[src/rtl/regfile_seq_pkg.sv]
// Shared types and constants for the regfile_seq micro-sequencer.
// Optional build macro used by this slice: REGFILE_SEQ_SAT_EN (saturating ADD/SUB).
package regfile_seq_pkg;

  typedef enum logic [1:0] {
    OP_MOV = 2'b00,
    OP_LDI = 2'b01,
    OP_ADD = 2'b10,
    OP_SUB = 2'b11
  } op_t;

  typedef enum logic [2:0] {
    ST_IDLE  = 3'd0,
    ST_IMM   = 3'd1,
    ST_READ  = 3'd2,
    ST_EXEC  = 3'd3,
    ST_WRITE = 3'd4
  } state_t;

  localparam logic [1:0] REG_A   = 2'd0;
  localparam logic [1:0] REG_B   = 2'd1;
  localparam logic [1:0] REG_C   = 2'd2;
  localparam logic [1:0] REG_BAD = 2'd3;

endpackage

[src/rtl/regfile_seq_alu.sv]
// Combinational adder/subtractor for regfile_seq: result = D op S, with carry/borrow and zero.
// With REGFILE_SEQ_SAT_EN defined, ADD clamps to all-ones on carry and SUB clamps to zero on borrow.
module regfile_seq_alu
  import regfile_seq_pkg::*;
#(
  parameter int DW = 8
) (
  input  op_t            op,
  input  logic [DW-1:0]  d,
  input  logic [DW-1:0]  s,
  output logic [DW-1:0]  result,
  output logic           carry,
  output logic           zero
);

`ifdef REGFILE_SEQ_SAT_EN
  localparam bit SAT_EN = 1'b1;
`else
  localparam bit SAT_EN = 1'b0;
`endif

  // Clamp only on overflow; carry out of ADD saturates high, borrow out of SUB saturates low.
  function automatic logic [DW-1:0] sat_result(input op_t f_op,
                                               input logic [DW-1:0] raw,
                                               input logic ovf);
    if (SAT_EN && ovf)
      return (f_op == OP_ADD) ? {DW{1'b1}} : {DW{1'b0}};
    return raw;
  endfunction

  logic [DW:0]   sum;
  logic [DW:0]   diff;
  logic [DW-1:0] raw;
  logic          ovf;

  always_comb begin
    sum  = {1'b0, d} + {1'b0, s};
    diff = {1'b0, d} - {1'b0, s};
    raw  = s;
    ovf  = 1'b0;
    case (op)
      OP_ADD: begin
        raw = sum[DW-1:0];
        ovf = sum[DW];
      end
      OP_SUB: begin
        raw = diff[DW-1:0];
        ovf = diff[DW];
      end
      default: begin
        raw = s;
        ovf = 1'b0;
      end
    endcase
    result = sat_result(op, raw, ovf);
    carry  = ovf;
    zero   = (result == {DW{1'b0}});
  end

endmodule

[src/rtl/regfile_seq.sv]
// Micro-sequencer owning a 3-entry register file: decodes MOV/LDI/ADD/SUB bytes and drives the file's ports.
// Build option: REGFILE_SEQ_SAT_EN selects saturating arithmetic inside regfile_seq_alu.
module regfile_seq
  import regfile_seq_pkg::*;
#(
  parameter int DW = 8
) (
  input  logic           clk,
  input  logic           rst,
  input  logic           instr_valid,
  output logic           instr_ready,
  input  logic [7:0]     instr,
  output logic [1:0]     rf_ra,
  output logic [1:0]     rf_wa,
  output logic           rf_we_n,
  output logic [DW-1:0]  rf_wdata,
  input  logic [DW-1:0]  rf_s,
  input  logic [DW-1:0]  rf_d,
  output logic           done,
  output logic           err,
  output logic           flag_z,
  output logic           flag_c
);

  state_t        state_q;
  state_t        state_d;
  op_t           op_q;
  op_t           dec_op;
  logic [1:0]    dec_dst;
  logic [1:0]    dec_src;
  logic          illegal;
  logic          xfer;
  logic [DW-1:0] alu_res;
  logic          alu_carry;
  logic          alu_zero;
  logic          unused_instr_bits;

  assign dec_op            = op_t'(instr[7:6]);
  assign dec_dst           = instr[5:4];
  assign dec_src           = instr[3:2];
  assign unused_instr_bits = ^instr[1:0];
  assign xfer              = instr_valid & instr_ready;

  // LDI has no source operand, so only its destination can be out of range.
  assign illegal = (dec_dst == REG_BAD) || ((dec_op != OP_LDI) && (dec_src == REG_BAD));

  regfile_seq_alu #(.DW(DW)) u_alu (
    .op     (op_q),
    .d      (rf_d),
    .s      (rf_s),
    .result (alu_res),
    .carry  (alu_carry),
    .zero   (alu_zero)
  );

  always_ff @(posedge clk) begin
    if (rst) state_q <= ST_IDLE;
    else     state_q <= state_d;
  end

  always_comb begin
    state_d = state_q;
    case (state_q)
      ST_IDLE: begin
        if (xfer && !illegal)
          state_d = (dec_op == OP_LDI) ? ST_IMM : ST_READ;
      end
      ST_IMM:   if (xfer) state_d = ST_WRITE;
      ST_READ:  state_d = ST_EXEC;
      ST_EXEC:  state_d = ST_WRITE;
      ST_WRITE: state_d = ST_IDLE;
      default:  state_d = ST_IDLE;
    endcase
  end

  // Write strobe is decoded from state and gated by rst so a reset in WRITE suppresses the negedge write.
  always_comb begin
    instr_ready = 1'b0;
    rf_we_n     = 1'b1;
    done        = 1'b0;
    if (!rst) begin
      instr_ready = (state_q == ST_IDLE) || (state_q == ST_IMM);
      rf_we_n     = (state_q != ST_WRITE);
      done        = (state_q == ST_WRITE);
    end
  end

  // rf_ra/rf_wa double as the latched src/dst fields for the whole instruction.
  always_ff @(posedge clk) begin
    if (rst) begin
      op_q     <= OP_MOV;
      rf_ra    <= REG_A;
      rf_wa    <= REG_A;
      rf_wdata <= '0;
      err      <= 1'b0;
      flag_z   <= 1'b0;
      flag_c   <= 1'b0;
    end else begin
      err <= 1'b0;
      case (state_q)
        ST_IDLE: begin
          if (xfer) begin
            if (illegal) begin
              err <= 1'b1;
            end else begin
              op_q  <= dec_op;
              rf_ra <= dec_src;
              rf_wa <= dec_dst;
            end
          end
        end
        ST_IMM: begin
          if (xfer) rf_wdata <= DW'(instr);
        end
        ST_EXEC: begin
          rf_wdata <= alu_res;
          if ((op_q == OP_ADD) || (op_q == OP_SUB)) begin
            flag_z <= alu_zero;
            flag_c <= alu_carry;
          end
        end
        default: ;
      endcase
    end
  end

endmodule

[config.mk]
export PLATFORM = sky130hd
export DESIGN_NAME = regfile_seq
export DESIGN_NICKNAME = d
export VERILOG_FILES = /design/src/rtl/regfile_seq_pkg.sv /design/src/rtl/regfile_seq_alu.sv /design/src/rtl/regfile_seq.sv
export SDC_FILE = /design/constraint.sdc
export NUM_CORES = 1
export LEC_CHECK = 0
export CAP_MARGIN = 20
export CELL_PAD_IN_SITES_DETAIL_PLACEMENT = 1
export CELL_PAD_IN_SITES_GLOBAL_PLACEMENT = 2
export CORE_AREA = 2 2 81 83
export DETAILED_ROUTE_END_ITERATION = 16
export DIE_AREA = 0 0 83 85
export GPL_TIMING_DRIVEN = 0
export PLACE_DENSITY = 0.88
export SLEW_MARGIN = 0
export SYNTH_ARGS = -nofsm -noshare
export SYNTH_HDL_FRONTEND = slang
export SYNTH_SLANG_ARGS = --single-unit
[constraint.sdc]
create_clock -name clk -period 3.3 [get_ports clk]
set_input_delay 0.33 -clock clk [delete_from_list [all_inputs] [get_ports clk]]
set_output_delay 0.33 -clock clk [all_outputs]
set_load 0.05 [all_outputs]
# After elaboration in Yosys (flattened, before gate mapping)
# Cells that the tools add are included.
# W data, S select, Z words.
# word_totals
output_inout_bits	18
input_bits	27
elab_cells	53
ff_bits	20
# classes
eq_ne	13
add_sub_neg	2
bitwise	4
reduce_logical	14
muxes	12
# ops
op	n
$pmux W8 S2	2
$pmux W3 S4	1
$add A8 B8 Y9	1
$sub A8 B8 Y9	1
$eq A2 B2 Y1 const B	4
$logic_not A8 Y1	1
$mux W8	1
$eq A3 B2 Y1 const B	2
$mux W3	2
$reduce_and A2 Y1	3
$mux W1	4
$ne A2 B2 Y1 const B	2
$eq A3 B1 Y1 const B	1
$eq A3 B3 Y1 const B	1
$logic_not A3 Y1	1
$logic_or A1 B1 Y1	3
$ne A3 B3 Y1 const B	1
$not A1 Y1	3
$reduce_and A3 Y1	1
$reduce_or A3 Y1	1
$eq A2 B1 Y1 const B	1
$logic_and A1 B1 Y1	2
$mux W2	1
$ne A2 B1 Y1 const B	1
other kinds (4)	4

# Logic depth before layout (Yosys ltp)
# Gate-level depths: netlist of run 1.
# depth
word_depth	7
ltp_mapped	10
mapped_depth_nobuf	10

# Cells and area by module
# Synthesis of run 1 repeated with hierarchy kept, for this count alone.
# hier_totals
cells_unflattened	226
hier_area_um2	1838.0
# by_module_without_submodules
module	instances	cells_each	area_per_inst_um2	seq_area_each_um2
regfile_seq_alu	1	129	947.2	0.0
regfile_seq	1	97	890.9	400.4

# Worst setup path after synthesis of run 1
# Ideal clock, no wire load.
# synth_timing
path_type	reg-to-reg
from	register state_q[1]
to	register rf_ra[0]
synth_period_minus_slack_ns	2.404
stages_incl_launch_ff	7
arrival_ns	2.277
n_path_buf	0
setup_ns	0.128
required_time_ns	3.172
slack_ns	0.896
path_cell_list	dfxtp_1 > nor3_1 > nand2_1 > nor2_1 > nand2_1 > mux2i_1 > nor2_1
# synth_via
elab_chain_cells	5
elab_cells_between_ends	6
cone_classes	1 x eq/ne; 1 x mux; 1 x bitwise; 3 x reduce/logical
# synth_lines
element	line	rtl
start, declared	regfile_seq.sv:25	state_t state_q;
start signal, assigned	regfile_seq.sv:58	else state_q <= state_d;
$eq A3 B1 Y1 / $logic_not A3 Y1 (equally long branches)	regfile_seq.sv:82	instr_ready = (state_q == ST_IDLE) || (state_q == ST_IMM);
$logic_or A1 B1 Y1 *	regfile_seq.sv:82	
$mux W1 *	regfile_seq.sv:81	if (!rst) begin
named net instr_ready	regfile_seq.sv:11	output logic instr_ready,
$and A1 B1 Y1 *	regfile_seq.sv:42	assign xfer = instr_valid & instr_ready;
$reduce_and A3 Y1 (no line) *	-	
end signal, assigned	regfile_seq.sv:107	rf_ra <= dec_src;
end, declared	regfile_seq.sv:13	output logic [1:0] rf_ra,
# Mark *: on every way through the listed nets, which the timed path passes. The rest lies on a longest branch.
# A chain may end at the register's enable or synchronous reset.

# Worst setup path in the final report of run 1
# layout_timing
from	input port rf_d[0]
to	register flag_z
# layout_via
elab_chain_cells	3
elab_cells_between_ends	4
cone_classes	2 x add/sub; 1 x mux; 1 x reduce/logical
# layout_lines
element	line	rtl
start, declared	regfile_seq.sv:18	input logic [DW-1:0] rf_d,
$sub A8 B8 Y9 / $add A8 B8 Y9 (equally long branches)	regfile_seq_alu.sv:38, regfile_seq_alu.sv:37	
$pmux W8 S2 *	regfile_seq_alu.sv:41	case (op)
$logic_not A8 Y1 *	regfile_seq_alu.sv:57	zero = (result == {DW{1'b0}});
end signal, assigned	regfile_seq.sv:118	flag_z <= alu_zero;
end, declared	regfile_seq.sv:21	output logic flag_z,
# Every way passes the cells marked *; elsewhere a longest branch is shown, timed or not.

==> run summary, run 1 <==
The run finished with clean final reports. The flip-flop and latch count after synthesis is 20, and the total of warnings raised by yosys is 0. The logs give 757 for the number of inserted filler cells in the final layout and 0 for the number of max-slew violations in the final report.

Excluding fillers, the count of instances in the completed layout stands at 333. In the synthesized netlist the dominant register cell turns out to be sky130_fd_sc_hd__dfxtp_1. Synthesis handed over a netlist of 209 instances. The analysis attributes to net switching a power of 0.235 mW. The sum of routed wire length over all layers came out at 4780 um. TritonCTS built the clock tree.

For the part of the power in combinational logic, the log shows 0.381. The initial antenna violation count is 0, and the sink count of the clock tree is 20. The tools report the final net count as 304. STA puts the critical path data required time at 3.49 ns.

For this design the static power due to leakage is 0.931 nW. After clock tree synthesis, the setup repair step added 0 buffers. In this run the worst setup path begins at rf_d[0]. The cell row count was 29.

The initial cell density of the core was 0.263. STA classifies the critical path endpoint as a flip-flop. The total area inside the core boundary comes to 6200 sq um.

The path class of the tightest hold or removal check is flip-flop to flip-flop. Measured along the x axis, the die boundary spans 83 um. The signal arrival time at the worst endpoint came out at 3.23 ns. The tools report the via count of the first global-routing pass as 1,753.

The logs give 0 for the max-capacitance violation count and 0.0263 for the met3 usage. Compared with the post-synthesis result, the final layout area differs by 35.4%. The logs give 1 for the H-tree depth and 0.0424 ns for the worst setup slack after placement.

Dividing total power by cell area gives a power density of 307 nW/um^2. The global-route total usage across every layer came out at 0.141. The design draws 0.678 mW.

Along the worst path, the maximum fanout reaches 3. In the layout the commonest cells are sky130_fd_sc_hd__clkdlybuf4s50_1 (44), sky130_fd_sc_hd__nor2_1 (25), sky130_fd_sc_hd__dfxtp_1 (20). Number of nets in the synthesized netlist: 255. 45 I/O pins were placed. For this block, the via count after detailed routing is 1,662. Fraction of layout cells with a size suffix above 1: 0.0313. The tools report the number of resized instances in the post-cts repair step as 0.

The run gives 2170 sq um as the placed cell area. The tools report the total negative setup slack as 0 ns. The netlist uses 43 different library cells.

No sink is reached through more buffers than the 2 on the longest clock path. The share of the cycle needed by the critical path after routing is 0.921, and the area of the die is 7060 sq um. After global routing, the most crowded layer is met2. The proportion of power drawn by flip-flops and latches is 0.383, and the part of the Yosys area used for sequential elements is 0.245. The tools report the worst flop-to-flop path startpoint as state_q[0]$_SDFFE_PP0P_. After detailed routing, the number of remaining DRC violations is 0. The first detailed-routing pass took 4 iterations. The finished cells cover 2210 sq um. The HPWL after detailed placement is 3870 um. The number of cells on the worst reg-to-reg path is 8. Clock tree synthesis inserted a total of 3 buffers.

At the end of routability-driven placement, the weighted congestion stood at 0.756. The mean routed wirelength per cell is 14.4 um, and the reg-to-reg setup timing slack is 1.09 ns. The tools report the total instance count after detailed placement as 330. After clock tree synthesis, the flow added hold-fix buffers numbering 0. For this run the aggregate overflow at the end of global routing stands at 0.

The endpoint identified for the worst register-to-register timing path is flag_z$_SDFFE_PP0P_. Entering global routing, the biggest net connects 11 pins. The most common library cell in the layout ignoring fill and taps was sky130_fd_sc_hd__clkdlybuf4s50_1. Root cell of the clock tree: sky130_fd_sc_hd__clkbuf_8. The switching share of power is 0.347, and the met2 layer usage reported by global route is 0.240. The routing usage on met1 came out at 0.191. Clock insertion delay at the later pin of the skew report: 0.26 ns. The global-route wire length before repair is 8360 um.

Clock period minus final worst setup slack: 3.04 ns. Static timing analysis puts the maximum clock frequency at 0.329 GHz. The type of the setup path with the least slack was input port to flip-flop. The worst setup path is launched from an input port. The first routing iteration left 39 violations. The average via count per standard cell came out at 4.99. Share of synthesized flip-flops with an asynchronous set or reset: 0. Averaged over all synthesized cells, the footprint is 7.82 sq um. Tightest slew margin relative to the limit: 0.582.

The total internal power was 0.443 mW. Once routing completed, OpenROAD measured the worst setup slack at 0.259 ns. During placement, the flow inserted port buffers numbering 44.

The post-CTS clock slew at the launch and capture registers of the worst setup and hold paths works out to 0.07 ns. For the number of failing hold endpoints at the final stage, the log shows 0. Setup violations remaining at the end of the flow were counted as 0.

Die height: 85 um. In this run the remaining antenna-violating nets after routing total 0. Setup repair after global routing left no endpoint under its margin. The cell area after synthesis was 1630 sq um; the count of flip-flops with a built-in enable after synthesis was 0.

On the final layout, the worst hold slack is 0.464 ns. At the pin with the least slew margin, the transition time is 0.622 ns. Worst supply voltage drop on vdd: 0.000192 V. For the post-layout utilization of the core, the log shows 0.357. The run gives 0.00225 ns as the final clock skew. The endpoint of the worst setup timing path was flag_z$_SDFFE_PP0P_.

The number of antenna diodes in the final layout is 0. Clock network fraction of design power: 0.237.
routing by layer:
layer / vias up / share of wire
met5: - / 0
met4: 0 / 0
met3: 0 / 0.029
met2: 28 / 0.49
met1: 783 / 0.48
li1: 851 / -
registers in the layout, summed over array words and instances (netlist names):
name	cells
rf_wdata	8
flag_c	1
op_q	2
state_q	3
flag_z	1
err	1
rf_wa	2
rf_ra	2
cells by family (layout without fill, tap and decap cells):
| family | count (synthesis) | count (layout) | synth area share |
|---|---|---|---|
| adders and majority gates | 19 | 19 | 0.155 |
| and+or+nand+nor | 65 | 65 | 0.193 |
| DFF | 20 | 20 | 0.245 |
| muxes | 10 | 10 | 0.0613 |
| xor gates and xnor gates | 3 | 3 | 0.0161 |
| buffers and inverters | 28 | 75 | 0.0666 |
| AOI/OAI and AO/OA | 64 | 64 | 0.263 |
Yosys cell counts (3+ instances only):
library cell | instances | share of area
sky130_fd_sc_hd__mux2i_1 | 10 | 0.061
sky130_fd_sc_hd__nand2_1 | 11 | 0.025
sky130_fd_sc_hd__o21ai_0 | 9 | 0.028
sky130_fd_sc_hd__o31ai_1 | 3 | 0.014
sky130_fd_sc_hd__a211oi_1 | 7 | 0.032
sky130_fd_sc_hd__buf_2 | 3 | 0.0092
sky130_fd_sc_hd__nor2_1 | 25 | 0.057
sky130_fd_sc_hd__inv_1 | 19 | 0.044
sky130_fd_sc_hd__a21oi_1 | 14 | 0.043
sky130_fd_sc_hd__clkbuf_1 | 5 | 0.011
sky130_fd_sc_hd__nor3_1 | 5 | 0.015
sky130_fd_sc_hd__dfxtp_1 | 20 | 0.25
sky130_fd_sc_hd__ha_1 | 17 | 0.13
sky130_fd_sc_hd__or3_1 | 3 | 0.011
sky130_fd_sc_hd__nor2b_1 | 4 | 0.015
sky130_fd_sc_hd__a2111oi_0 | 4 | 0.021
sky130_fd_sc_hd__and3_1 | 3 | 0.011
sky130_fd_sc_hd__o211ai_1 | 3 | 0.014
sky130_fd_sc_hd__xnor2_1 | 3 | 0.016
sky130_fd_sc_hd__a21o_1 | 3 | 0.014
sky130_fd_sc_hd__a31oi_1 | 3 | 0.011
sky130_fd_sc_hd__nand3_1 | 3 | 0.0092
layout make-up:
type	count	area [sq um]	area share
Buffer	9	37.5	0.0170
Clock buffer	3	41.3	0.0187
Inverter	19	71.3	0.0322
Multi-Input combinational cell	161	1120	0.508
Sequential cell	20	400	0.181
Tap cell	77	96.3	0.0436
Timing Repair Buffer	44	440	0.199
worst min-delay path by stage:
stage | startpoint | end | slack, ns | depth (start not counted)
final | flag_c$_SDFFE_PP0P_ | flag_c$_SDFFE_PP0P_ | 0.46 | 2
after global placement | flag_c$_SDFFE_PP0P_ | flag_c$_SDFFE_PP0P_ | 0.45 | 2
after detailed placement | flag_c$_SDFFE_PP0P_ | flag_c$_SDFFE_PP0P_ | 0.46 | 2
after floorplan | instr_valid | err$_SDFF_PP0_ | 0.47 | 2
after global routing | flag_c$_SDFFE_PP0P_ | flag_c$_SDFFE_PP0P_ | 0.52 | 2
after CTS | flag_c$_SDFFE_PP0P_ | flag_c$_SDFFE_PP0P_ | 0.47 | 2
power by group through the flow:
stage               combinational, mW  sequential [mW]  clock [mW]
floorplan                       0.140            0.289           0
global placement                0.254            0.265           0
detailed placement              0.259            0.266           0
CTS                             0.260            0.260       0.166
global route                    0.288            0.261       0.175
finish                          0.258            0.260       0.161
critical path: stages:
cell and delay [ns]:
sky130_fd_sc_hd__clkdlybuf4s50_1 0.48, sky130_fd_sc_hd__inv_1 0.07, sky130_fd_sc_hd__ha_1 0.19, sky130_fd_sc_hd__fa_1 0.39, sky130_fd_sc_hd__o31ai_1 0.53, sky130_fd_sc_hd__a21oi_1 0.17, sky130_fd_sc_hd__xnor2_1 0.19, sky130_fd_sc_hd__a2111o_1 0.44
sky130_fd_sc_hd__or3_1 0.31, sky130_fd_sc_hd__o21ai_1 0.13
(Power assumes the default switching activity.)
==> run 2, diff against run 1 <==
--- a/config.mk
+++ b/config.mk
@@ -8,12 +8,13 @@
 export CAP_MARGIN = 20
 export CELL_PAD_IN_SITES_DETAIL_PLACEMENT = 1
 export CELL_PAD_IN_SITES_GLOBAL_PLACEMENT = 2
-export CORE_AREA = 2 2 81 83
+export CORE_AREA = 2 2 83 85
 export DETAILED_ROUTE_END_ITERATION = 16
-export DIE_AREA = 0 0 83 85
+export DIE_AREA = 0 0 85 87
 export GPL_TIMING_DRIVEN = 0
-export PLACE_DENSITY = 0.88
-export SLEW_MARGIN = 0
+export PLACE_DENSITY = 0.89
+export SLEW_MARGIN = 30
 export SYNTH_ARGS = -nofsm -noshare
 export SYNTH_HDL_FRONTEND = slang
+export SYNTH_HIERARCHICAL = 1
 export SYNTH_SLANG_ARGS = --single-unit
==> run summary, run 2 <==
The flow ran to the end, and the final reports show no timing, DRC or antenna violations. The area share of the largest cell type after synthesis is 0.218, and the global-route total usage across every layer is 0.145. The average via count per standard cell was 5.22; the count of flip-flops with a built-in enable after synthesis was 0. The clock net in this run drives a total of 20 sinks. The share of the cycle needed by the critical path after routing was 0.945; the proportion of power drawn by flip-flops and latches was 0.368.

Buffers placed on the I/O ports in this run total 44. The sum of net half-perimeters after detailed placement came out at 4290 um. The area share of xor/xnor cells in the synthesized design was 0.00953; the initial cell density of the core was 0.280. The run gives 2 as the number of buffers on the longest clock path. STA puts the critical path data required time at 3.49 ns.

In the layout the commonest cells are sky130_fd_sc_hd__clkdlybuf4s50_1 (43), sky130_fd_sc_hd__nor2_1 (20), sky130_fd_sc_hd__dfxtp_1 (20). The number of antenna diodes in the final layout is 0. Averaged over all synthesized cells, the footprint is 8.13 sq um. The path with the worst hold slack has its endpoint at flag_z$_SDFFE_PP0P_. The tools report the tightest slew margin relative to the limit as 0.652. The type of the setup path with the least slack was input port to flip-flop.

The area of the multi-input gates is 1320 sq um. The tools report the worst flop-to-flop path startpoint as op_q[1]$_SDFFE_PP0P_. 45 I/O pins were placed. In the final routed layout, each cell accounts on average for 14.8 um. The switching share of power is 0.356.

The die covers 7400 sq um. Post-CTS timing repair inserted 0 buffers for setup. The register with the most flip-flops in the layout has 8 of them.

The cell depth of the worst hold path works out to 2. The critical-path maximum fanout was 6; the total negative setup slack was 0 ns. The fraction of layout cells with a size suffix above 1 is 0.0919. The logs give 0 for the number of resized instances in the post-cts repair step and 1,904 for the via count of the first global-routing pass.

For this design, the CTS-stage hold fixing added 0 buffers. Kind of path behind the tightest hold check: flip-flop to flip-flop. The tools report the part of the Yosys area used for sequential elements as 0.218.

Counting distinct cell types in the post-synthesis netlist gives 55. By area, the combinational part of the netlist is dominated by compound AO/OA/AOI/OAI gates. The root cell of the clock tree was sky130_fd_sc_hd__clkbuf_8. Detailed-route DRC error count: 0.

Counting every net in the synthesized netlist gives 271. The synthesis-to-layout area growth is 32.6%. For this design the total switching power over the nets is 0.257 mW. In this run the most critical hold path is launched from flag_z$_SDFFE_PP0P_. Timing would allow up to 0.321 GHz.

In the final design database the tool counted 319 nets. In this run, CTS created clock tree buffers numbering 3. Sorting the synthesized cells by area gives the leading types as sky130_fd_sc_hd__dfxtp_1 (22%), sky130_fd_sc_hd__ha_1 (11%), sky130_fd_sc_hd__mux2i_1 (6.5%). The run gives 0 as the post-route antenna net violation count.

In this run the static leakage power is 0.897 nW. Cell internal power was estimated by the tool at 0.464 mW. In the synthesized netlist, the cells that appear most often are sky130_fd_sc_hd__dfxtp_1 (20), sky130_fd_sc_hd__nor2_1 (20), sky130_fd_sc_hd__inv_1 (17), sky130_fd_sc_hd__ha_1 (16). The floorplan has 30 rows.

From bottom edge to top edge, the die measures 87 um. The most common library cell in the layout ignoring fill and taps was sky130_fd_sc_hd__clkdlybuf4s50_1. The worst supply voltage drop on vdd is 0.000213 V, and the aggregate global routing overflow is 0. The filler cells instantiated in the layout total 773. The power per unit of standard cell area was 296 nW/um^2; the number of instances in the synthesized netlist was 226.

The clock period minus final worst setup slack is 3.12 ns, and the routability congestion estimate from global placement is 0.818. sky130_fd_sc_hd__dfxtp_1 takes more of the synthesized area than any other cell. In the detailed route, the total length drawn on met2 is 2470 um. Beginning of the critical path: rf_s[3]. The routed layout has 1,836 vias. The run gives 5210 um as the sum of routed wire length over all layers. Adder and majority cell fraction of the synthesized area: 0.131. The post-synthesis simple-gate area fraction is 0.221. In this run the register-to-register setup slack is 0.76 ns.

The first detailed-routing pass took 4 iterations. The tools report the terminus of the critical flop-to-flop path as flag_z$_SDFFE_PP0P_. The final critical-path setup slack is 0.182 ns.

Timing analysis after detailed placement gives a worst setup slack of -0.209 ns. Clock skew on the completed layout was measured at 0.00375 ns. For the H-tree depth, the log shows 1. The worst setup path is captured at a flip-flop.

Setup repair after global routing left no endpoint under its margin. Entering global routing, the biggest net connects 11 pins. The post-synthesis compound-gate area fraction is 0.276. For the global-route wire length before repair, the log shows 8940 um. The floorplan step defined a core boundary enclosing 6570 sq um. For the number of failing hold endpoints at the final stage, the log shows 0.

STA classifies the critical path startpoint as an input port. The highest layer touched by signal routing is met4. The number of max-slew violations in the final report was 0; the part of the power in combinational logic was 0.414.

The cell area that synthesis handed to floorplanning was 1840 sq um. TritonCTS built the clock tree. The logs give 400 sq um for the area taken by flip-flops and latches and 0 for the initial antenna violation count. After clock tree synthesis, the clock-pin slew on the worst setup and hold paths is 0.07 ns. The tool flagged a number of max-cap violations equal to 0.

The total of warnings raised by yosys was 6; the worst reg2reg path depth was 9. The first routing iteration left 45 violations. The share of synthesized flip-flops with an asynchronous set or reset is 0, and the clock insertion delay at the later pin of the skew report is 0.26 ns.

Detailed routing placed a total of 202 um of wire on met3. Flip-flop and latch count after synthesis: 20. The final number of setup-violating endpoints is 0.

Ranked by flip-flop count, first place goes to rf_wdata. The logs give 2510 um for the total routed wire length on the met1 layer and 0.217 for the clock network fraction of design power. The transition time of the tightest slew-check pin was 0.520 ns. The mux share of post-synthesis cell area was 0.0715; the signal arrival time at the worst endpoint was 3.30 ns. In the final layout, the registers with the most flip-flops are rf_wdata: 8 flops, state_q: 3 flops.

The primary flip-flop cell chosen by synthesis mapping is sky130_fd_sc_hd__dfxtp_1. In this run the horizontal extent of the chip is 85 um.
run 2: cell types whose count changed after synthesis, moves of 3 or more:
cell	delta
sky130_fd_sc_hd__o221ai_1	+3
sky130_fd_sc_hd__o21ai_0	+6
sky130_fd_sc_hd__a211oi_1	+4
sky130_fd_sc_hd__clkbuf_1	+3
sky130_fd_sc_hd__nor2_1	-5
sky130_fd_sc_hd__nand3_1	+7
run 2: per-stage QoR:
step           instance area (sq um)  cells  hold WS [ns]  total power, mW  utilization
4_1_cts                         2420    353         0.475            0.724        0.368
2_1_floorplan                   1840    226         0.450            0.461            -
6_report                        2440    352         0.474            0.721        0.371
3_3_place_gp                    2380    350         0.459            0.560        0.362
3_5_place_dp                    2380    350         0.456            0.566        0.362
5_1_grt                         2440    352         0.497            0.772        0.371
run 2: layer usage:
layer / global-route usage / vias up
met5: 0 / -
met4: 0.0173 / 0
met3: 0.0218 / 2
met2: 0.247 / 34
met1: 0.199 / 876
li1: - / 924
run 2: layout make-up:
type,count,area share
plain buffers,11,0.0277
flip-flops and latches,20,0.164
inverters,17,0.0262
well taps,80,0.0411
clock buffers,3,0.0169
repair buffers,44,0.182
multi-input cells,177,0.542
run 2: critical path: stages:
cell,delay (ns)
sky130_fd_sc_hd__clkdlybuf4s50_1,0.47
sky130_fd_sc_hd__inv_1,0.07
sky130_fd_sc_hd__ha_2,0.40
sky130_fd_sc_hd__nor2b_1,0.29
sky130_fd_sc_hd__a211oi_4,0.09
sky130_fd_sc_hd__mux2i_1,0.13
sky130_fd_sc_hd__or4_4,0.56
sky130_fd_sc_hd__or4_4,0.56
sky130_fd_sc_hd__a211oi_2,0.17
sky130_fd_sc_hd__nand3_1,0.10
sky130_fd_sc_hd__a21oi_1,0.12
run 2: worst max-delay path by stage:
stage	to	slack [ns]	depth (start not counted)
final	flag_z$_SDFFE_PP0P_	0.18	11
after floorplan	flag_z$_SDFFE_PP0P_	0.58	12
after detailed placement	flag_z$_SDFFE_PP0P_	-0.21	12
after global placement	flag_z$_SDFFE_PP0P_	-0.23	12
after global routing	flag_z$_SDFFE_PP0P_	0.02	11
after CTS	flag_z$_SDFFE_PP0P_	0.05	12
run 2: logic make-up after synthesis:
kind of cell	after synthesis
AND/OR/NAND/NOR	72
multiplexers	13
flip-flops	20
AO/OA/AOI/OAI	72
buffers and inverters	29
adder cells (fa/ha/maj)	18
XOR/XNOR	2
run 2: power by group through the flow:
| stage | registers (mW) | logic, mW | clock network [mW] |
|---|---|---|---|
| after CTS | 0.266 | 0.297 | 0.162 |
| after global placement | 0.271 | 0.290 | 0 |
| final | 0.265 | 0.299 | 0.157 |
| after detailed placement | 0.271 | 0.295 | 0 |
| after global routing | 0.268 | 0.329 | 0.176 |
| after floorplan | 0.299 | 0.162 | 0 |
==> run 3, diff against run 2 <==
--- a/config.mk
+++ b/config.mk
@@ -13,6 +13,7 @@
 export DIE_AREA = 0 0 85 87
 export GPL_TIMING_DRIVEN = 0
 export PLACE_DENSITY = 0.89
+export REMOVE_ABC_BUFFERS = 1
 export SLEW_MARGIN = 30
 export SYNTH_ARGS = -nofsm -noshare
 export SYNTH_HDL_FRONTEND = slang
==> run summary, run 3 (same netlist as run 2, synthesis figures left out) <==
Type of the setup path with the least slack: input port to flip-flop. Clock-pin slew was measured on the worst setup and hold paths at 0.08 ns. The initial cell density of the core was 0.280; the H-tree depth was 1. The worst hold path begins at flag_c$_SDFFE_PP0P_.

Fraction of layout cells with a size suffix above 1: 0.110. For the clock network fraction of design power, the log shows 0.298. The max-capacitance violation count is 0, and the number of buffers on the longest clock path is 2.

The run gives 0.468 ns as the final-layout worst hold slack. The via count of the first global-routing pass was 1,897; the sink count of the clock tree was 20. Count of input and output buffers: 44. Sum of net half-perimeters after detailed placement: 4130 um. Entering global routing, the biggest net connects 23 pins.

The worst setup path is launched from an input port. The number of inserted filler cells in the final layout came out at 784. Setup violations remaining at the end of the flow were counted as 0.

The detailed router placed 1,802 vias in this run. The flip-flop count of the largest register, all copies and words added is 8. TritonCTS created 3 clock buffers. The initial antenna violation count came out at 0.

The most flop-heavy register is rf_wdata. The worst supply voltage drop on vdd is 0.000147 V, and the total internal power is 0.551 mW. The path class of the tightest hold or removal check is flip-flop to flip-flop. The tools report the initial DRC count as 40. The switching share of power is 0.324. The run gives 45 as the number of top-level pins. In this run the standard cell core region covers 6570 sq um. For this design the total switching power over the nets is 0.264 mW.

The floorplan step set the die width to 85 um. The maximum clock rate is 0.321 GHz, and the average via count per standard cell is 5.24. Number of max-slew violations in the final report: 0. The worst reg2reg path depth is 8. The tools report the area of the die as 7400 sq um. At the end of routability-driven placement, the weighted congestion stood at 0.799. The reg-to-reg setup timing slack was 0.39 ns. The startpoint identified for the worst register-to-register timing path is op_q[0]$_SDFFE_PP0P_.

In this run the static leakage power is 0.891 nW. Wires add up to 5250 um. Most common library cell in the layout ignoring fill and taps: sky130_fd_sc_hd__clkdlybuf4s50_1. The detailed-route DRC error count was 0; the signal arrival time at the worst endpoint was 3.30 ns. The cell depth of the worst hold path is 2, and the power per unit of standard cell area is 331 nW/um^2. The first global-routing pass estimated 8770 um of wire. In the final routed layout, each cell accounts on average for 15.3 um. The tools report the tightest slew margin relative to the limit as 0.473. The proportion of power drawn by flip-flops and latches is 0.333, and the total negative setup slack is 0 ns. The run gives 0 as the aggregate global routing overflow. Setup repair after global routing left no endpoint under its margin. The global-route total usage across every layer was 0.143; the synthesis-to-layout area growth was 34.2%.

For the pin with the worst max-slew slack, the measured transition is 0.789 ns. The run gives 0.369 as the part of the power in combinational logic. The tools report the final clock skew as 0.00816 ns.

The final layout contains 310 nets. The share of the cycle needed by the critical path after routing is 0.944. The logs give 0.26 ns for the clock insertion delay at the later pin of the skew report and 0 for the post-route antenna net violation count. The run gives 3.48 ns as the worst path required time. The terminus of the critical flop-to-flop path is flag_z$_SDFFE_PP0P_. The cell sitting at the root of the clock tree is a sky130_fd_sc_hd__clkbuf_8. From bottom edge to top edge, the die measures 87 um.

The routed design could run at a clock period as short as 3.11 ns. The largest registers in the layout are rf_wdata: 8 flops, state_q: 3 flops. The worst hold endpoint is flag_c$_SDFFE_PP0P_. In this run the worst path has a maximum fanout of 2. The cell row count is 30.

The run finished with clean final reports. For the number of failing hold endpoints at the final stage, the log shows 0. The kind of end point of the critical path is a flip-flop.

The first detailed-routing pass ran for 4 iterations. The top cell types in the final layout, fill and taps aside, are sky130_fd_sc_hd__clkdlybuf4s50_1 (43), sky130_fd_sc_hd__nor2_1 (20), sky130_fd_sc_hd__dfxtp_1 (20). TritonCTS built the clock tree. The number of antenna diodes in the final layout is 0.
==> run 3: layout make-up <==
class / count / area (sq um) / share of cell area
tap: 80 / 100 / 0.0406
clock buffer: 3 / 41.3 / 0.0167
inverter: 17 / 63.8 / 0.0259
timing repair buffer: 46 / 458 / 0.186
sequential: 20 / 400 / 0.162
multi-input combinational: 177 / 1370 / 0.557
clock inverter: 1 / 30.0 / 0.0122
==> run 3: power groups by stage <==
stage / clock [mW] / sequential, mW / combinational (mW)
floorplan: 0 / 0.302 / 0.150
detailed placement: 0 / 0.277 / 0.282
global route: 0.256 / 0.275 / 0.329
finish: 0.243 / 0.272 / 0.301
CTS: 0.250 / 0.272 / 0.288
global placement: 0 / 0.277 / 0.277
==> run 3: worst max path at each step <==
stage            start                   to
3_5_place_dp   rf_s[0]  flag_z$_SDFFE_PP0P_
6_report       rf_d[0]  flag_z$_SDFFE_PP0P_
4_1_cts        rf_s[3]  flag_z$_SDFFE_PP0P_
5_1_grt        rf_d[0]  flag_z$_SDFFE_PP0P_
2_1_floorplan  rf_d[0]  flag_z$_SDFFE_PP0P_
3_3_place_gp   rf_s[0]  flag_z$_SDFFE_PP0P_
==> run 3: worst max-delay path, stage by stage <==
cell and delay [ns]:
sky130_fd_sc_hd__clkdlybuf4s50_1 0.42, sky130_fd_sc_hd__inv_1 0.07, sky130_fd_sc_hd__ha_2 0.17, sky130_fd_sc_hd__inv_1 0.06
sky130_fd_sc_hd__fa_2 0.35, sky130_fd_sc_hd__a21oi_2 0.18, sky130_fd_sc_hd__o21ai_2 0.09, sky130_fd_sc_hd__mux2i_1 0.13
sky130_fd_sc_hd__or4_4 0.45, sky130_fd_sc_hd__or4_4 0.55, sky130_fd_sc_hd__a211oi_2 0.21, sky130_fd_sc_hd__nand3_1 0.11
sky130_fd_sc_hd__a21oi_1 0.16
==> run 3: layer usage <==
metal / global-route usage / share of wire / up-vias
met1: 0.179 / 0.45 / 867
met2: 0.261 / 0.51 / 29
li1: - / - / 904
met4: 0.0317 / 0.0036 / 0
met3: 0.0161 / 0.034 / 2
met5: 0 / 0 / -
==> run 3: repair_timing <==
item / CTS / global route
setup endpoints to repair: 1 / 1
buffers inserted: 1 / 1
resized for setup: 3 / 13
gates cloned: 0 / 0
hold buffers: 0 / 0
pin swaps: 2 / 5
==> run 3: metrics by stage <==
stage | cell area, sq um | util | setup slack (ns) | total power [mW] | cells
finish | 2470 | 0.375 | 0.185 | 0.816 | 344
global route | 2470 | 0.375 | 0.0110 | 0.861 | 344
CTS | 2400 | 0.365 | 0.0133 | 0.810 | 343
detailed placement | 2310 | 0.351 | -0.331 | 0.560 | 338
global placement | 2310 | 0.351 | -0.308 | 0.554 | 338
floorplan | 1770 | - | 0.552 | 0.452 | 214
